[config.mk]
export PLATFORM = sky130hd
export DESIGN_NAME = ram_sp_be
export DESIGN_NICKNAME = d
export VERILOG_FILES = /design/src/rtl/ram_sp_be.sv
export SDC_FILE = /design/constraint.sdc
export NUM_CORES = 1
export LEC_CHECK = 0
export BUFFER_PORTS_ARGS = -buffer_cell sky130_fd_sc_hd__buf_2
export CAP_MARGIN = 5
export CORE_ASPECT_RATIO = 1.4
export CORE_MARGIN = 2
export CORE_UTILIZATION = 35
export CTS_CLUSTER_DIAMETER = 100
export DETAILED_ROUTE_END_ITERATION = 8
export PLACE_DENSITY = 0.52
export SYNTH_ARGS = -nofsm -noshare
export SYNTH_HDL_FRONTEND = slang
export SYNTH_SLANG_ARGS = --single-unit
[constraint.sdc]
create_clock -name clk -period 4.86 [get_ports clk]
set_input_delay 0.972 -clock clk [delete_from_list [all_inputs] [get_ports clk]]
set_output_delay 0.972 -clock clk [all_outputs]
set_load 0.03 [all_outputs]
[src/rtl/ram_sp_be.sv]
// Single-port synchronous RAM with a strobe/ack access port, per-byte write enables,
// selectable read-during-write data and a clear engine that fills memory with INIT_VAL.
module ram_sp_be #(
  parameter int          DW         = 32,
  parameter int          DEPTH      = 16,
  parameter int          AW         = (DEPTH > 1) ? $clog2(DEPTH) : 1,
  parameter int          WR_FIRST   = 1,
  parameter int          CLR_ON_RST = 1,
  parameter logic [DW-1:0] INIT_VAL = '0
) (
  input  logic               clk,
  input  logic               rst,
  input  logic [AW-1:0]      adr,
  input  logic [DW-1:0]      dat_w,
  input  logic [DW/8-1:0]    sel,
  input  logic               we,
  input  logic               stb,
  output logic               ack,
  output logic [DW-1:0]      dat_r,
  input  logic               clr,
  output logic               busy
);

  localparam int NB = DW / 8;

  typedef enum logic [1:0] {S_CLEAR, S_IDLE, S_ACK} state_t;

  state_t          state_q, state_d;
  logic [AW-1:0]   ptr_q, ptr_d;
  logic [DW-1:0]   dat_r_q, dat_r_d;
  logic [DW-1:0]   mem_q [DEPTH];

  logic            in_rng;
  logic [DW-1:0]   old_w;
  logic [DW-1:0]   merged_w;
  logic            mem_we;
  logic [AW-1:0]   mem_adr;
  logic [DW-1:0]   mem_wd;

  function automatic logic [DW-1:0] merge_lanes(input logic [DW-1:0] old_v,
                                                input logic [DW-1:0] new_v,
                                                input logic [NB-1:0] lanes);
    logic [DW-1:0] m;
    m = old_v;
    for (int i = 0; i < NB; i++) begin
      if (lanes[i]) m[8*i +: 8] = new_v[8*i +: 8];
    end
    return m;
  endfunction

  // Addresses past the last word read as zero and never write.
  assign in_rng   = (32'(adr) < 32'(DEPTH));
  assign old_w    = in_rng ? mem_q[adr] : '0;
  assign merged_w = merge_lanes(old_w, dat_w, sel);

  always_comb begin
    state_d = state_q;
    ptr_d   = ptr_q;
    dat_r_d = dat_r_q;
    mem_we  = 1'b0;
    mem_adr = adr;
    mem_wd  = merged_w;
    case (state_q)
      S_CLEAR: begin
        mem_we  = 1'b1;
        mem_adr = ptr_q;
        mem_wd  = INIT_VAL;
        if (ptr_q == AW'(DEPTH - 1)) begin
          ptr_d   = '0;
          state_d = S_IDLE;
        end else begin
          ptr_d = ptr_q + 1'b1;
        end
      end
      S_IDLE: begin
        if (clr) begin
          state_d = S_CLEAR;
        end else if (stb) begin
          state_d = S_ACK;
          mem_we  = we && in_rng;
          if (!in_rng)                    dat_r_d = '0;
          else if (we && (WR_FIRST != 0)) dat_r_d = merged_w;
          else                            dat_r_d = old_w;
        end
      end
      S_ACK:   state_d = S_IDLE;
      default: state_d = S_IDLE;
    endcase
  end

  always_ff @(posedge clk) begin
    if (rst) begin
      state_q <= (CLR_ON_RST != 0) ? S_CLEAR : S_IDLE;
      ptr_q   <= '0;
      dat_r_q <= '0;
    end else begin
      state_q <= state_d;
      ptr_q   <= ptr_d;
      dat_r_q <= dat_r_d;
    end
  end

  // Storage has no reset; a write is dropped only in a cycle where rst is asserted.
  always_ff @(posedge clk) begin
    if (mem_we && !rst) mem_q[mem_adr] <= mem_wd;
  end

  assign ack   = (state_q == S_ACK);
  assign busy  = (state_q == S_CLEAR);
  assign dat_r = dat_r_q;

endmodule
==> results.sh <==
export IMPL_setup_worst_path_class="input port to register"
export IMPL_finClkSkew_ns=0.0146
export IMPL_ir_worst_vdd_v=0.000303
export IMPL_min_period_ns=3.48
export IMPL_yosysUniqueCellTypes=42
export IMPL_period_share_pct=71.7
export IMPL_routed_wl_mm=58.0
export IMPL_grt_max_degree=68
export IMPL_cp_data_arrival_time_ns=3.69
export IMPL_port_buffers=78
export IMPL_grt_pass1_wl_mm=84.9
export IMPL_syn_nets=1275
export IMPL_status="completed"
export IMPL_p_per_area_nw_per_um2=392
export IMPL_yosys_warnings=0
export IMPL_hold_ws_ns=0.490
export IMPL_htreeDepth=2
export IMPL_cap_violations=0
export IMPL_gp_congestion=0.776
export IMPL_clkSinkCount=550
export IMPL_core_area_um2=61000
export IMPL_ctsHoldBuffers=0
export IMPL_drive_above_1_share_pct=19.9
export IMPL_min_from="dat_r[1]"
export IMPL_final_nets=1393
export IMPL_dp_hpwl_mm=34.0
export IMPL_ant_nets=0
export IMPL_cts_tree="yes"
export IMPL_detail_route_iter0_violations=1198
export IMPL_r2r_start="state_q[0]"
export IMPL_slew_violations=0
export IMPL_net_switching_power_mw=2.04
export IMPL_yosysMostFrequentCell="edfxtp_1"
export IMPL_cts_setup_buffers=0
export IMPL_num_rows=107
export IMPL_vias=11972
export IMPL_via_per_inst=5.43
export IMPL_synth_seq_cells=550
export IMPL_syn_inst=1229
export IMPL_dieArea_um2=63900
export IMPL_die_x_um=214
export IMPL_initial_core_util_pct=35.5
export IMPL_grt_total_usage_pct=18.1
export IMPL_p_seq_share_pct=52.8
export IMPL_crit_fanout=37
export IMPL_setup_viol=0
export IMPL_antenna_found_initial=0
export IMPL_die_height_um=298
export IMPL_synth_common_cells="edfxtp_1 (512), mux2i_1 (192), o21ai_0 (55)"
export IMPL_synth_seq_area_share_pct=74.6
export IMPL_leakage_nw=9.04
export IMPL_io_pins=79
export IMPL_syn_to_final_growth_pct=15.6
export IMPL_synthTopCellsByArea="edfxtp_1 (71%), mux2i_1 (8.9%), dfxtp_1 (3.5%), mux4_2 (3.3%), a222oi_1 (1.5%)"
export IMPL_setup_worst_path_start_class="input port"
export IMPL_worstSetupStartpoint="adr[0]"
export IMPL_synth_top_area_share_pct=71.0
export IMPL_clock_latency_ns=0.58
export IMPL_avgSynthCellArea_um2=17.6
export IMPL_cts_resized=0
export IMPL_busiest_layer="met2"
export IMPL_met2_usage_pct=31.3
export IMPL_grt_setup_unrepaired="false"
export IMPL_synth_edf_count=512
export IMPL_ys_async_sr_fraction_pct=0
export IMPL_dr_pass1_iters=5
export IMPL_finalHoldViolCount=0
export IMPL_path_clk_slew_ns=0.06
export IMPL_cts_buffers=51
export IMPL_tns_ns=0
export IMPL_p_int_mw=7.77
export IMPL_wire_per_inst_um=26.3
export IMPL_swShare_pct=20.8
export IMPL_worstPathRequired_ns=5.06
export IMPL_tightest_slew_ns=1.24
export IMPL_clock_path_buffers=3
export IMPL_synth_top_area_cell="edfxtp_1"
export IMPL_clockRootBuffer="clkbuf_16"
export IMPL_num_antenna_cells=0
export IMPL_netlist_area_um2=21600
export IMPL_synthFlopType="edfxtp_1"
export IMPL_endpoint_kind="register"
export IMPL_pwr_share_clk_pct=42.4
export IMPL_use_met1_pct=23.4
export IMPL_pwr_share_comb_pct=4.8
export IMPL_grt_met3_usage_pct=3.31
export IMPL_max_freq_mhz=287
export IMPL_slew_headroom_pct=17.0
export IMPL_hp_class="register to register"
export IMPL_drc=0
export IMPL_grt_pass1_vias=12337
export IMPL_overflow=0
export IMPL_fin_util_pct=41.0
-- layout make-up --
type | instances | area (µm²)
Timing Repair Buffer | 141 | 942
Fill cell | 5560 | 36000
Multi-Input combinational cell | 596 | 5170
Clock inverter | 22 | 329
Sequential cell | 550 | 16100
Inverter | 7 | 26.3
Tap cell | 817 | 1020
Clock buffer | 73 | 1400
-- through the flow --
stage | cell area [µm²] | instances | total power [mW] | worst slack (ns)
2_1_floorplan | 21600 | 1229 | 5.57 | 1.10
3_3_place_gp | 23300 | 2111 | 5.75 | 0.788
3_5_place_dp | 23300 | 2111 | 5.76 | 0.744
4_1_cts | 25000 | 2206 | 9.89 | 1.30
5_1_grt | 25000 | 2206 | 10.1 | 1.13
6_report | 25000 | 2206 | 9.81 | 1.38
-- cell usage in the layout (no fill, tap or decap), types with 32 or more instances in the layout --
master and instances:
mux2i_1 192, a222oi_1 32, a22oi_1 32, a21oi_1 37, a32oi_1 32, dfxtp_1 38, nand2_1 45, buf_2 76
o21ai_0 55, clkbuf_16 51, a221oi_1 32, buf_4 58, edfxtp_1 512, mux4_2 32
-- worst max-delay path, stage by stage --
cell and delay [ns]:
buf_8 0.35, buf_4 0.56, mux2i_1 0.16, a222oi_1 0.34
a32oi_1 0.22, a21oi_1 1.01
-- layer usage --
| metal | vias up | share of wire, % |
|---|---|---|
| met5 | - | 0 |
| met4 | 0 | 2.1 |
| met3 | 77 | 6.5 |
| met2 | 392 | 50 |
| met1 | 6248 | 41 |
| li1 | 5255 | - |
-- cell families after synthesis --
group	count (synthesis)	share of synthesized area (%)
simple gates	128	2.99
mux	224	12.2
buf+inv	83	2.26
flops	550	74.6
fa+ha+maj	1	0.0578
compound gates	242	7.89
xor+xnor	1	0.0405
-- registers in the layout, indices dropped and copies added (netlist names) --
register,cells
dat_r,32
mem_q,512
ptr_q,4
state_q,2
-- worst paths after layout --
check                  to  slack, ns  cells past startpoint
max          mem_q[10][5]       1.38                      6
max reg2reg  mem_q[0][26]       1.71                      6
min              dat_r[1]       0.49                      2
min reg2reg      dat_r[1]       0.49                      2
-- power groups by stage --
stage / combinational, mW / clock, mW / sequential (mW)
6_report: 0.474 / 4.16 / 5.18
5_1_grt: 0.507 / 4.42 / 5.18
4_1_cts: 0.480 / 4.24 / 5.18
3_5_place_dp: 0.479 / 0 / 5.28
3_3_place_gp: 0.476 / 0 / 5.28
2_1_floorplan: 0.299 / 0 / 5.28
Note: power is estimated with default switching activity, not from simulation.
